$ cat src/rtl/hex_scan_ctrl.sv
// Bus-mapped 4-digit seven-segment controller: digit/enable/blink registers,
// internal anode scan, blink timer and soft clear; all outputs registered.
module hex_scan_ctrl #(
   parameter int SCAN_DIV  = 100000,
   parameter int BLINK_DIV = 50000000
) (
   input  logic        clk_i,
   input  logic        rst_ni,
   input  logic [31:0] wdata_i,
   input  logic [31:0] addr_i,
   input  logic [3:0]  be_i,
   input  logic        we_i,
   output logic [31:0] rdata_o,
   output logic [6:0]  seg_o,
   output logic [3:0]  an_o
);

   localparam int SW = (SCAN_DIV  > 2) ? $clog2(SCAN_DIV)  : 1;
   localparam int BW = (BLINK_DIV > 2) ? $clog2(BLINK_DIV) : 1;
   localparam logic [SW-1:0] SCAN_LAST  = SW'(SCAN_DIV - 1);
   localparam logic [BW-1:0] BLINK_LAST = BW'(BLINK_DIV - 1);

   localparam logic [1:0] A_DIGITS = 2'd0;
   localparam logic [1:0] A_EN     = 2'd1;
   localparam logic [1:0] A_BLINK  = 2'd2;
   localparam logic [1:0] A_CTRL   = 2'd3;

   logic [15:0]   digits;
   logic [3:0]    en;
   logic [3:0]    blink;
   logic [SW-1:0] presc;
   logic [BW-1:0] bcnt;
   logic [1:0]    idx;
   logic          blink_phase;

   logic          wr_dig, wr_en, wr_blink, soft_clr;
   logic          scan_tc, blink_tc, blank;
   logic [3:0]    cur_digit;
   logic [31:0]   rd_next;

   // Address bits and byte lanes that the register map never looks at.
   logic unused_bits;
   assign unused_bits = ^{addr_i[31:4], addr_i[1:0], wdata_i[31:16], be_i[3:2]};

   function automatic logic [6:0] hex_decode(input logic [3:0] v);
      logic [6:0] s;
      case (v)
         4'h0: s = 7'b1000000;
         4'h1: s = 7'b1111001;
         4'h2: s = 7'b0100100;
         4'h3: s = 7'b0110000;
         4'h4: s = 7'b0011001;
         4'h5: s = 7'b0010010;
         4'h6: s = 7'b0000010;
         4'h7: s = 7'b1111000;
         4'h8: s = 7'b0000000;
         4'h9: s = 7'b0010000;
         4'hA: s = 7'b0001000;
         4'hB: s = 7'b0000011;
         4'hC: s = 7'b1000110;
         4'hD: s = 7'b0100001;
         4'hE: s = 7'b0000110;
         default: s = 7'b0001110;
      endcase
      return s;
   endfunction

   assign wr_dig   = we_i && (addr_i[3:2] == A_DIGITS);
   assign wr_en    = we_i && (addr_i[3:2] == A_EN)    && be_i[0];
   assign wr_blink = we_i && (addr_i[3:2] == A_BLINK) && be_i[0];
   assign soft_clr = we_i && (addr_i[3:2] == A_CTRL)  && be_i[0] && wdata_i[0];

   assign scan_tc   = (presc == SCAN_LAST);
   assign blink_tc  = (bcnt == BLINK_LAST);
   assign cur_digit = digits[{idx, 2'b00} +: 4];
   assign blank     = !en[idx] || (blink[idx] && !blink_phase);

   always_comb begin
      rd_next = 32'h0;
      case (addr_i[3:2])
         A_DIGITS: rd_next = {16'h0, digits};
         A_EN:     rd_next = {28'h0, en};
         A_BLINK:  rd_next = {28'h0, blink};
         default:  rd_next = 32'h0;
      endcase
   end

   always_ff @(posedge clk_i) begin
      if (!rst_ni) begin
         digits      <= 16'h0;
         en          <= 4'hF;
         blink       <= 4'h0;
         presc       <= '0;
         bcnt        <= '0;
         idx         <= 2'd0;
         blink_phase <= 1'b1;
         an_o        <= 4'hF;
         seg_o       <= 7'h7F;
         rdata_o     <= 32'h0;
      end else begin
         // Outputs always reflect the state held before this edge.
         an_o    <= blank ? 4'hF  : ~(4'b0001 << idx);
         seg_o   <= blank ? 7'h7F : hex_decode(cur_digit);
         rdata_o <= rd_next;

         if (soft_clr) begin
            digits      <= 16'h0;
            en          <= 4'hF;
            blink       <= 4'h0;
            presc       <= '0;
            bcnt        <= '0;
            idx         <= 2'd0;
            blink_phase <= 1'b1;
         end else begin
            presc <= scan_tc ? '0 : presc + 1'b1;
            if (scan_tc)
               idx <= idx + 2'd1;
            bcnt <= blink_tc ? '0 : bcnt + 1'b1;
            if (blink_tc)
               blink_phase <= !blink_phase;
            if (wr_dig && be_i[0])
               digits[7:0] <= wdata_i[7:0];
            if (wr_dig && be_i[1])
               digits[15:8] <= wdata_i[15:8];
            if (wr_en)
               en <= wdata_i[3:0];
            if (wr_blink)
               blink <= wdata_i[3:0];
         end
      end
   end

endmodule

$ cat config.mk
export PLATFORM = sky130hd
export DESIGN_NAME = hex_scan_ctrl
export DESIGN_NICKNAME = d
export VERILOG_FILES = /design/src/rtl/hex_scan_ctrl.sv
export SDC_FILE = /design/constraint.sdc
export NUM_CORES = 1
export LEC_CHECK = 0
export ABC_AREA = 1
export CAP_MARGIN = 40
export CORE_MARGIN = 10
export CORE_UTILIZATION = 50
export CTS_BUF_LIST = sky130_fd_sc_hd__clkbuf_8
export DETAILED_ROUTE_END_ITERATION = 8
export GPL_ROUTABILITY_DRIVEN = 0
export PLACE_DENSITY = 0.8
export SKIP_LAST_GASP = 1
export SYNTH_ARGS = -nofsm -noshare
export SYNTH_HDL_FRONTEND = slang
export SYNTH_SLANG_ARGS = --single-unit
$ cat constraint.sdc
create_clock -name clk_i -period 1.8 [get_ports clk_i]
set_input_delay 0.36 -clock clk_i [delete_from_list [all_inputs] [get_ports clk_i]]
set_output_delay 0.36 -clock clk_i [all_outputs]
set_load 0.02 [all_outputs]
# Word-level counts from Yosys, hierarchy flattened
# Memories as Yosys holds them, arrays and structs flattened. A register that Yosys moved wholly into a read port is not among the register bits.
# Index checks and enable logic that the tools add are counted.
# totals
register_bits	106
mem_bits_ro	112
out_inout_bits	43
word_cells	48
memories	1
# memory_table
name	depth	width	read_ports	rd_ports_with_merged_regs	wr	line	rtl
(no name shown)	16	7	1	1	0	47	case (v)
# classes
n_addsub	3
n_lt_le_gt_ge	1
eq_ne	5
shift	2
n_mux	5
bitwise	2
reduce_logical	19
# ops
op	n
case mux 16 bit (3 select lines)	1
adder 26 x 1 -> 26 bit, second input constant	1
== test 26 bit, second input constant	1
adder 17 x 1 -> 17 bit, second input constant	1
== test 17 bit, second input constant	1
variable part select 16 x 5 -> 4 bit	1
logical AND 1 bit	11
OR reduction 3 bit	2
binary-select mux 1 bit (select 2 bit)	2
== test 2 bit, second input constant	2
inverter 4 bit	1
OR reduction 2 bit	2
left shift 1 x 2 -> 4 bit, first input constant	1
less-than comparator 2 x 3 -> 1 bit, second input constant	1
adder 2 x 1 -> 2 bit, second input constant	1
== test 2 x 1 -> 1 bit, second input constant	1
logical NOT 1 bit	2
logical NOT 2 bit	1
two-way mux 1 bit	2
logical OR 1 bit	1
inverter 1 bit	1

# Depth between registers and ports, before layout
# Gate-level depths: netlist of the first run.
# logic_depth
ltp_word	5
mapped_depth	10
depth_no_buf	10

# Worst setup path before layout of the first run
# OpenSTA, ideal clock, no wires.
# synth_path
kind	reg-to-reg
from	reg idx[1]
to	reg seg_o[5]
arrival_time_ps	1368
t_required_ps	1679
path_slack_ps	311
path_stages_with_launch	11
path_buffers	1
path_cell_list	dfxtp_1 > buf_2 > inv_2 > nand3_1 > nand2_1 > inv_1 > ha_1 > nand3_1 > nand2_1 > nand2_1 > nand3_1
# synth_between
elab_chain_len	5
# synth_rtl
element	line	rtl
from (decl)	33	logic [1:0] idx;
from (signal assigned)	117	idx <= idx + 2'd1;
binary-select mux 1 bit (select 2 bit)	76	assign blank = !en[idx] || (blink[idx] && !blink_phase);
two-way mux 1 bit (implied by the code)	76	
logical NOT 1 bit or logical AND 1 bit (tied branches)	76	
logical OR 1 bit	76	
OR reduction 2 bit (no source line)	-	
to (decl)	14	output logic [6:0] seg_o,
# Parallel ways exist; a longest one is shown, timed or not. The select of a mux whose other input is x is not followed.
# A chain may end at the register's enable or synchronous reset.

# Final worst setup path of the first run
# layout_path
from	reg rdata_o[10]
to	out rdata_o[10]
# layout_lines
element	line	rtl
from (decl)	13	output logic [31:0] rdata_o,
from (signal assigned)	104	rdata_o <= rd_next;
# No word-level cell between the ends.

==> results of run 1 <==
kinds of logic (layout without fill, tap and decap cells):
kind of cell,count (synthesis),after routing,synth area share [%]
AOI/OAI and AO/OA,48,48,6.45
adders and majority gates,12,12,3.15
and+or+nand+nor,381,381,34.2
buffers and inverters,121,176,11.6
other,1,16,0.0786
DFF,97,97,40.7
xor gates and xnor gates,21,21,3.85
power groups by stage:
stage | Clock (W) | Sequential [W] | Combinational, W
2_1_floorplan | 0 | 0.00229 | 0.000206
3_3_place_gp | 0 | 0.00227 | 0.000334
3_5_place_dp | 0 | 0.00227 | 0.000343
4_1_cts | 0.00158 | 0.00222 | 0.000346
5_1_grt | 0.00167 | 0.00222 | 0.000382
6_report | 0.00154 | 0.00222 | 0.000346
area by class of cell:
cell class	instances	area [um2]
clock buffers	9	124
clock inverters	6	90.1
fillers	840	3640
inverters	93	349
multi-input cells	478	2330
flip-flops and latches	97	1940
well taps	129	161
repair buffers	68	646
layout by cell type, fill, tap and decap left out, types with 5 or more instances in the layout:
cell,Yosys,layout
dfxtp_1,97,96
clkbuf_8,0,9
o21ai_0,10,10
a21oi_1,17,17
xor2_1,12,12
nand3_1,58,58
ha_1,12,12
o211ai_1,16,16
nand3b_1,5,5
inv_1,89,89
conb_1,1,16
xnor2_1,9,9
nand2_1,187,187
clkdlybuf4s50_1,0,49
nor2_1,98,98
buf_4,19,18
nor3_1,14,14
synth_stat cells:
cell type / instances / area [um2]
nand2_1: 187 / 702
nor2_1: 98 / 368
dfxtp_1: 97 / 1940
inv_1: 89 / 334
nand3_1: 58 / 290
buf_4: 19 / 143
a21oi_1: 17 / 85.1
o211ai_1: 16 / 120
nor3_1: 14 / 70.1
ha_1: 12 / 150
xor2_1: 12 / 105
o21ai_0: 10 / 50.1
xnor2_1: 9 / 78.8
nand3b_1: 5 / 37.5
buf_2: 4 / 20.0
inv_2: 4 / 15.0
nand3_2: 4 / 40.0
buf_6: 3 / 33.8
nand4_1: 3 / 18.8
nor2_2: 3 / 18.8
nor2_4: 3 / 33.8
clkbuf_1: 2 / 7.51
nand2_2: 2 / 12.5
nand2_4: 2 / 22.5
a211oi_1: 1 / 7.51
a21oi_4: 1 / 16.3
conb_1: 1 / 3.75
nand4_2: 1 / 12.5
o21ai_1: 1 / 5.00
o21ai_4: 1 / 16.3
o21bai_1: 1 / 7.51
or2_2: 1 / 6.26
metal layers:
layer / part of all wire, % / vias up / routed length, um
li1: - / 2219 / -
met1: 43 / 1969 / 4530
met2: 49 / 122 / 5110
met3: 7.1 / 15 / 748
met4: 1.3 / 0 / 141
met5: 0 / - / 0
final timing paths:
check	slack (ns)	depth (start not counted)	endpoint	start
setup / recovery	0.14	1	rdata_o[10]	rdata_o[10]
setup reg to reg	0.15	8	seg_o[3]	idx[1]
hold / removal	0.47	1	presc[0]	presc[0]
hold reg to reg	0.47	1	presc[0]	presc[0]
metrics by stage:
stage	hold slack, ns	utilization (%)	std cells
floorplan	0.417	-	696
global placement	0.426	58.5	865
detailed placement	0.449	58.5	865
CTS	0.470	60.8	880
global route	0.475	60.8	880
finish	0.466	60.8	880
registers in the layout (all words and copies together), names as in the netlist:
register / count
seg_o: 7
presc: 17
idx: 2
blink: 4
digits: 16
bcnt: 26
blink_phase: 1
rdata_o: 16
en: 4
an_o: 4
timing repair:
action,CTS,global route
hold endpoints to repair,0,0
resized for setup,0,1
setup endpoints to repair,0,4
==> metrics.txt, run 1 <==
status=finished clean; Fmax=601 MHz; # hold bufs at CTS=0; core area=0.00928 mm2; max-slew violations=0; Routed WL=10500 um; Iteration-0 DRC Markers=285; TritonCTS buffer count=9; GR Util met3=3.21%; GR peak layer=met2; required time worst endpoint=1.44 ns; Hold Violations, Final=0; CTS max path bufs=2; startpoint types=register; Residual DRC=0; Psw=0.000984 W; port buffer count=49; clock slew at reported path FFs=0.09 ns; IO Pins=114; Hold/Removal Path Class=register to register; GR Util met2=25.5%; first-pass GRT wire length=17800 um; vias in the first global route=4008; min Tclk post-route=1.66 ns; initial core utilization=51.4%; design area=0.00565 mm2; Area Overhead vs Synth=18.3%; Synth Warn #=0; worst setup margin=0.136 ns; clk sinks=97; postcts setup bufs=0; RSZ-0062 raised after global routing=false; P_leak=2.40 nW; die height=118 um; post-synthesis sequential area ratio=40.7%; wire per inst=12.0 um; flops & latches, synth=97; DRT Pass-1 Iters=7; hpwl dp=8200 um; Synth Instances=681; worst-path maximum fanout=1; Via Count=4325; Crit. End Element=primary output; VDD IR-drop max=0.513 mV; Max stage delay on crit path=0.62 ns; library cells used by synthesis=32; placed cell areas=0.00543 mm2; layout cell share with drive strength beyond 1=7.59%; crit path cell chain=clkdlybuf4s50_1; Total Power=0.00410 W; vias per cell=4.91; sw frac=24.0%; clock power share=37.6%; GRT overflow=0; Synth Cell Area=0.00477 mm2; antenna violations before repair=0; row count=35; Worst path slowest cell=clkdlybuf4s50_1; CTS H-tree depth=3; ANT cells=0; Avg Cell Area, Syn=7.01 um2; PD cells=727 mW/mm2; P_int=0.00312 W; die width=118 um; WS Path Type=register to primary output; post-route antenna net violation count=0; Top delay family on crit path=buffers and inverters; CTS tree=done; Crit path buffers/inverters=1; Die ar.=0.0139 mm2; Worst Skew=0.0178 ns; Place WS=-0.0334 ns; clock latency on the worst-skew pair=0.36 ns; Total GRT Usage=14.8%; met1 Resource Use GR=17.8%; final setup fails=0; Root Buffer=clkbuf_8; combinational power share=8.4%; largest net degree at the start of global routing=27; NumNets Final=830; setup TNS=0 ns; max-cap violations=0; crit path DAT=1.30 ns; Final period util=92.5%; Seq pwr share=54.0%
No activity file was read; power rests on OpenSTA's default activity.
==> inputs of run 2 (changes only) <==
--- a/config.mk
+++ b/config.mk
@@ -10,10 +10,10 @@
 export CORE_MARGIN = 10
 export CORE_UTILIZATION = 50
 export CTS_BUF_LIST = sky130_fd_sc_hd__clkbuf_8
+export CTS_CLUSTER_DIAMETER = 200
 export DETAILED_ROUTE_END_ITERATION = 8
 export GPL_ROUTABILITY_DRIVEN = 0
 export PLACE_DENSITY = 0.8
-export SKIP_LAST_GASP = 1
 export SYNTH_ARGS = -nofsm -noshare
 export SYNTH_HDL_FRONTEND = slang
 export SYNTH_SLANG_ARGS = --single-unit
==> results of run 2 <==
Same layout as run 1: the final DEF is identical, and so are final timing and power.
